## src/rtl/hazard_scoreboard.sv

```systemverilog
// -----------------------------------------------------------------------------
// hazard_scoreboard
// Tuse/Tnew hazard unit for the D stage. A shift-register scoreboard follows
// the destination register and remaining Tnew of every in-flight instruction
// from E onwards. From it the unit derives the D-stage stall and the forward
// selects for the D and E operand muxes. It also owns the mul/div busy counter.
//
// Optional feature macro: HAZ_STALL_CNT_EN
//   When defined, two free-running 32-bit statistics counters are added:
//   stall_cnt (cycles with stall=1) and md_stall_cnt (cycles stalled on the
//   mul/div unit). When undefined, those ports do not exist.
//
// Ports
//   clk          rising-edge clock
//   reset        asynchronous, active-low reset
//   d_valid      D holds a real instruction
//   d_rs, d_rt   D source registers
//   d_tuse_rs/rt cycles until D needs each source (all ones = unused)
//   d_dst        D destination register (0 = none)
//   d_tnew       cycles after entering E until the result is forwardable
//   d_md         D uses the mul/div unit
//   md_start     a mul/div operation starts in E this cycle
//   flush        kill every tracked instruction
//   stall        freeze PC and D, insert a bubble into E
//   md_busy      mul/div counter non-zero
//   d_fwd_rs/rt  D operand source: 0 = register file, k+1 = stage k
//   e_fwd_rs/rt  E operand source: 0 = no forward, k+1 = stage k (k >= 1)
//   stall_cnt, md_stall_cnt (HAZ_STALL_CNT_EN only) stall statistics
// -----------------------------------------------------------------------------
module hazard_scoreboard #(
    parameter int NSTAGE = 3,
    parameter int TW     = 2,
    parameter int MD_LAT = 5,
    parameter int SELW   = 2
) (
    input  logic            clk,
    input  logic            reset,
    input  logic            d_valid,
    input  logic [4:0]      d_rs,
    input  logic [4:0]      d_rt,
    input  logic [TW-1:0]   d_tuse_rs,
    input  logic [TW-1:0]   d_tuse_rt,
    input  logic [4:0]      d_dst,
    input  logic [TW-1:0]   d_tnew,
    input  logic            d_md,
    input  logic            md_start,
    input  logic            flush,
    output logic            stall,
    output logic            md_busy,
    output logic [SELW-1:0] d_fwd_rs,
    output logic [SELW-1:0] d_fwd_rt,
    output logic [SELW-1:0] e_fwd_rs,
    output logic [SELW-1:0] e_fwd_rt
`ifdef HAZ_STALL_CNT_EN
    ,
    output logic [31:0]     stall_cnt,
    output logic [31:0]     md_stall_cnt
`endif
);

    localparam int CW = $clog2(MD_LAT + 1);

    typedef struct packed {
        logic            hit;
        logic [TW-1:0]   tnew;
        logic [SELW-1:0] sel;
    } matchInfoT;

    logic [4:0]    entryDst  [NSTAGE];
    logic [TW-1:0] entryTnew [NSTAGE];
    logic [4:0]    eRs;
    logic [4:0]    eRt;
    logic [CW-1:0] mdCnt;

    matchInfoT dRsMatch, dRtMatch, eRsMatch, eRtMatch;
    logic      stallData;
    logic      stallMd;

    // Youngest scoreboard entry at or after firstStage that writes src.
    // Scanning from the oldest entry lets a younger hit overwrite an older one.
    function automatic matchInfoT youngestMatch(input logic [4:0] src,
                                                input int firstStage);
        matchInfoT m;
        m = '0;
        for (int k = NSTAGE - 1; k >= 0; k--) begin
            if (k >= firstStage && src != 5'd0 && entryDst[k] == src) begin
                m.hit  = 1'b1;
                m.tnew = entryTnew[k];
                m.sel  = SELW'(k + 1);
            end
        end
        return m;
    endfunction

    // D compares against every tracked stage; E skips stage 0 because that
    // entry is the E instruction itself.
    always_comb begin
        dRsMatch = youngestMatch(d_rs, 0);
        dRtMatch = youngestMatch(d_rt, 0);
        eRsMatch = youngestMatch(eRs, 1);
        eRtMatch = youngestMatch(eRt, 1);
    end

    // A producer whose result is still further away than the consumer's need
    // forces a stall. When the result is ready now, D forwards it directly;
    // a producer that is close but not yet ready is picked up later in E.
    always_comb begin
        stallData = (dRsMatch.hit && (dRsMatch.tnew > d_tuse_rs)) ||
                    (dRtMatch.hit && (dRtMatch.tnew > d_tuse_rt));
        d_fwd_rs  = (dRsMatch.hit && dRsMatch.tnew == '0) ? dRsMatch.sel : '0;
        d_fwd_rt  = (dRtMatch.hit && dRtMatch.tnew == '0) ? dRtMatch.sel : '0;
        e_fwd_rs  = (eRsMatch.hit && eRsMatch.tnew == '0) ? eRsMatch.sel : '0;
        e_fwd_rt  = (eRtMatch.hit && eRtMatch.tnew == '0) ? eRtMatch.sel : '0;
        md_busy   = (mdCnt != '0);
        // md_start counts as busy so a mul/div instruction right behind the
        // starting one cannot slip through in the same cycle.
        stallMd   = d_valid && d_md && (md_busy || md_start);
        stall     = d_valid && (stallData || stallMd);
    end

    // Scoreboard shift. Entry 0 receives the instruction leaving D, or a
    // bubble while stalling; older entries age by one cycle as they move.
    // A flush empties the whole pipeline view at once.
    always_ff @(posedge clk or negedge reset) begin
        if (!reset) begin
            for (int k = 0; k < NSTAGE; k++) begin
                entryDst[k]  <= '0;
                entryTnew[k] <= '0;
            end
            eRs <= '0;
            eRt <= '0;
        end else if (flush) begin
            for (int k = 0; k < NSTAGE; k++) begin
                entryDst[k]  <= '0;
                entryTnew[k] <= '0;
            end
            eRs <= '0;
            eRt <= '0;
        end else begin
            entryDst[0]  <= stall ? 5'd0 : (d_valid ? d_dst : 5'd0);
            entryTnew[0] <= stall ? '0 : d_tnew;
            for (int k = 1; k < NSTAGE; k++) begin
                entryDst[k]  <= entryDst[k-1];
                entryTnew[k] <= (entryTnew[k-1] != '0) ? entryTnew[k-1] - TW'(1) : '0;
            end
            eRs <= stall ? 5'd0 : d_rs;
            eRt <= stall ? 5'd0 : d_rt;
        end
    end

    // Mul/div busy counter. It is deliberately unaffected by flush: an
    // operation already started keeps the unit occupied.
    always_ff @(posedge clk or negedge reset) begin
        if (!reset) begin
            mdCnt <= '0;
        end else if (md_start) begin
            mdCnt <= CW'(MD_LAT);
        end else if (mdCnt != '0) begin
            mdCnt <= mdCnt - CW'(1);
        end
    end

`ifdef HAZ_STALL_CNT_EN
    // Stall statistics, wrapping naturally at 2^32.
    always_ff @(posedge clk or negedge reset) begin
        if (!reset) begin
            stall_cnt    <= '0;
            md_stall_cnt <= '0;
        end else begin
            if (stall) begin
                stall_cnt <= stall_cnt + 32'd1;
            end
            if (stallMd) begin
                md_stall_cnt <= md_stall_cnt + 32'd1;
            end
        end
    end
`endif

endmodule
```

## config.mk

```make
export PLATFORM = sky130hd
export DESIGN_NAME = hazard_scoreboard
export DESIGN_NICKNAME = d
export VERILOG_FILES = /design/src/rtl/hazard_scoreboard.sv
export SDC_FILE = /design/constraint.sdc
export NUM_CORES = 1
export LEC_CHECK = 0
export ABC_AREA = 1
export CAP_MARGIN = 5
export CORE_UTILIZATION = 56
export CTS_BUF_LIST = sky130_fd_sc_hd__clkbuf_4 sky130_fd_sc_hd__clkbuf_8
export CTS_CLUSTER_DIAMETER = 120
export DETAILED_ROUTE_END_ITERATION = 10
export PLACE_DENSITY = 0.9
export SLEW_MARGIN = 20
export SYNTH_ARGS = -nofsm -noshare
export SYNTH_HDL_FRONTEND = slang
export SYNTH_SLANG_ARGS = --single-unit
```

## constraint.sdc

```tcl
create_clock -name clk -period 2.7 [get_ports clk]
set_input_delay 0.405 -clock clk [delete_from_list [all_inputs] [get_ports clk]]
set_output_delay 0.405 -clock clk [all_outputs]
set_load 0.02 [all_outputs]
```

==> flow_metrics.py <==
metrics = {
    "pwr": {
        "swShare_pct": 31.0,
        "pwr-share-seq_pct": 43.1,
        "total_power_mw": 1.28,
        "peakVddDrop_mv": 0.322,
        "p_leak_nw": 1.73,
        "clock_power_share_pct": 29.0,
        "p_switching_mw": 0.396,
        "power.density_nw_per_um2": 382,
        "internal_power_mw": 0.881,
        "combPwrFrac_pct": 27.9,
    },
    "routing": {
        "drt-initial-drc-count": 208,
        "ant_nets": 0,
        "vias_per_cell": 5.68,
        "routed_wl_mm": 7.78,
        "drc": 0,
        "post_drt_wl_per_cell_um": 16.7,
        "vias": 2642,
        "firstDrtPassIters": 6,
    },
    "sta": {
        "period_minus_slack_ns": 2.96,
        "finalMaxSlewViolations": 0,
        "fin_hold_ws_ns": 0.430,
        "period_share_pct": 110,
        "skew_ns": 0.00444,
        "finalSetupViolations": 1,
        "relSlewSlack_pct": 64.2,
        "worst_slack_ns": -0.263,
        "max_freq_mhz": 338,
        "worst_slew_pin_slew_ns": 0.535,
        "final_hold_viol_count": 0,
        "rsz0062_at_grt": "yes",
    },
    "yosys": {
        "synth_cells": 348,
        "yosysSeqAreaShare_pct": 34.3,
        "synth.most_common_cell": "nand2_1",
        "yosys-top-cells-area": "dfrtp_1 (34%), nand2_1 (14%), xnor2_1 (8.8%), nor2_1 (7.1%), inv_1 (6.2%)",
        "synth_top_area_share_pct": 34.3,
        "ys.warnings.count": 0,
        "synthDistinctLibCells": 31,
        "synth-edff-count": 0,
        "async_reset_ff_share_pct": 100,
        "ys_seq_elements": 34,
        "synth_top_area_cell": "dfrtp_1",
        "synth_nets": 381,
        "ys_top_cells_by_count": "nand2_1 (93), nor2_1 (47), inv_1 (41), dfrtp_1 (34), xnor2_1 (25)",
        "syn-cell-area_um2": 2480,
        "synth.avg_cell_area_um2": 7.13,
        "synthFlopType": "dfrtp_1",
    },
    "critical_path": {
        "path_cells": "clkdlybuf4s15_2, nor2_4, nand3_2, nand2_1, inv_1, nand3_2, inv_1, a21oi_2, nand2_2, nand2_2, inv_2, ha_4, a21oi_2, a21oi_2, nand2_2, nand3_4, nand2_2, inv_2, buf_6",
        "cp_max_fo": 5,
        "reg2reg_from": "entryDst[9]",
        "crit_start": "d_rs[3]",
        "rr_endpoint": "eRs[3]",
        "crit_arrival_ns": 2.56,
        "r2r_setup_slack_ns": 0.03,
        "cp_slowest_stage_delay_ns": 0.28,
        "critPathMostFrequentCell": "nand2_2",
        "critical_path.endpoint": "stall",
        "required_ns": 2.30,
        "reg2reg_depth": 16,
        "path_class": "input pin to output port",
        "crit_path_top_delay_cell": "ha_4",
        "cp-end-kind": "output port",
        "critPathLaunchType": "input pin",
    },
    "place": {
        "dp.cells": 449,
        "place_area_um2": 3040,
        "hpwlAfterDp_mm": 4.76,
        "io_buffers": 36,
        "gp_congestion": 0.876,
        "place_ws_ns": -0.932,
    },
    "clock_network": {
        "clkTransAtPathRegs_ns": 0.06,
        "cts-root-buf": "clkbuf_8",
        "htree_levels": 2,
        "cts_hold_buffers": 0,
        "cts.sinks": 34,
        "cts_tree": "yes",
        "clk_path_buf_depth": 2,
        "cts_buffers": 5,
        "worst_skew_pair.late_latency_ns": 0.29,
    },
    "outcome": {
        "violations": "negative setup slack",
        "outcome": "finished, violations left",
    },
    "grt": {
        "gr-total-overflow": 0,
        "antenna_found_initial": 0,
        "grt_pass1_vias": 2532,
        "grt_max_degree": 35,
        "grt_usage_pct": 32.7,
        "grt_pass1_wl_mm": 11.0,
    },
    "min_path": {
        "hp-start": "d_rt[0]",
        "min-delay-path-class": "input pin to flop",
    },
    "finish": {
        "n_antenna_cell": 0,
        "drive_above_1_share_pct": 31.3,
        "stdcell_count": 465,
        "layout.nets": 448,
        "design_area_um2": 3350,
        "area_growth_pct": 34.9,
    },
    "die": {
        "initial_core_util_pct": 60.3,
        "chipWidth_um": 68.5,
        "die-area_um2": 4700,
        "coreArea_um2": 4120,
        "die_y_um": 68.5,
        "fp-row-count": 23,
        "ios": 37,
    },
    "run": {
        "maxCapViolCount": 0,
    },
}
[layout by cell type (no fill, tap or decap), types with 3 or more instances in the layout]
| cell type | instances |
|---|---|
| clkbuf_2 | 5 |
| xnor2_1 | 23 |
| clkdlybuf4s50_1 | 17 |
| clkbuf_8 | 5 |
| buf_6 | 4 |
| a21oi_2 | 9 |
| a21oi_1 | 12 |
| xor2_1 | 12 |
| clkdlybuf4s15_2 | 3 |
| nor2_4 | 6 |
| inv_2 | 11 |
| buf_4 | 39 |
| inv_1 | 36 |
| nor3_1 | 7 |
| nor2_1 | 42 |
| o21ai_0 | 4 |
| dfrtp_2 | 5 |
| dlygate4sd2_1 | 4 |
| nand3_2 | 6 |
| nand3_1 | 4 |
| nand2_2 | 17 |
| nor2_2 | 5 |
| nand4_1 | 3 |
| dfrtp_1 | 29 |
| nand2_1 | 80 |
[sequential cells by signal, summed over array words and instances (netlist names)]
register   flops
entryDst      15
eRt            5
mdCnt          3
eRs            5
entryTnew      6
[power by group through the flow]
stage | sequential, mW | clock, mW | combinational, mW
global route | 0.551 | 0.388 | 0.387
global placement | 0.556 | 0 | 0.309
floorplan | 0.552 | 0 | 0.197
finish | 0.550 | 0.370 | 0.356
detailed placement | 0.558 | 0 | 0.319
CTS | 0.549 | 0.372 | 0.320
[routing by layer]
layer	vias to the layer above	part of all wire (%)	track usage, %
li1	1184	-	-
met1	1231	37	36.6
met2	174	49	56.6
met3	53	8.5	8.22
met4	0	5.7	17.4
met5	-	0	0
[repair_timing]
item                                    4_1_cts  5_1_grt
endpoints found under the setup margin       15       22
buffers inserted                              5        4
pin swaps                                     9       21
resized for setup                            45       59
[stage by stage]
stage          TNS (ns)  util, %
2_1_floorplan         0        -
3_3_place_gp      -5.50     73.9
3_5_place_dp      -7.11     73.9
4_1_cts          -0.156     77.8
5_1_grt          -0.993     81.3
6_report         -0.263     81.3
[logic make-up (layout without fill, tap and decap cells)]
logic type / after synthesis / count (layout) / share of synthesized area (%)
XOR/XNOR: 38 / 38 / 13.4
AO/OA/AOI/OAI: 26 / 26 / 5.95
buffers and inverters: 65 / 132 / 11.6
flip-flops: 34 / 34 / 34.3
adder cells (fa/ha/maj): 6 / 6 / 3.03
AND/OR/NAND/NOR: 179 / 179 / 31.7
[worst min-delay path by stage]
stage / cells after the start / slack, ns / to
2_1_floorplan: 0 / 0.11 / eRs[0]
3_3_place_gp: 1 / 0.42 / entryTnew[2]
3_5_place_dp: 1 / 0.43 / entryTnew[2]
4_1_cts: 1 / 0.44 / entryTnew[2]
5_1_grt: 3 / 0.45 / eRt[0]
6_report: 3 / 0.43 / eRt[0]
[layout make-up]
class / instances / area (µm²)
Fill cell: 255 / 769
Timing Repair Buffer: 78 / 657
Inverter: 47 / 176
Tap cell: 50 / 62.6
Multi-Input combinational cell: 249 / 1510
Clock buffer: 7 / 83.8
Sequential cell: 34 / 857
[critical path: cells and delay by family]
family,cells,cell delay (ns)
AND/OR/NAND/NOR,9,0.89
buffers and inverters,6,0.63
AO/OA/AOI/OAI,3,0.34
adder cells (fa/ha/maj),1,0.28
Power figures use the tool's default switching activity.
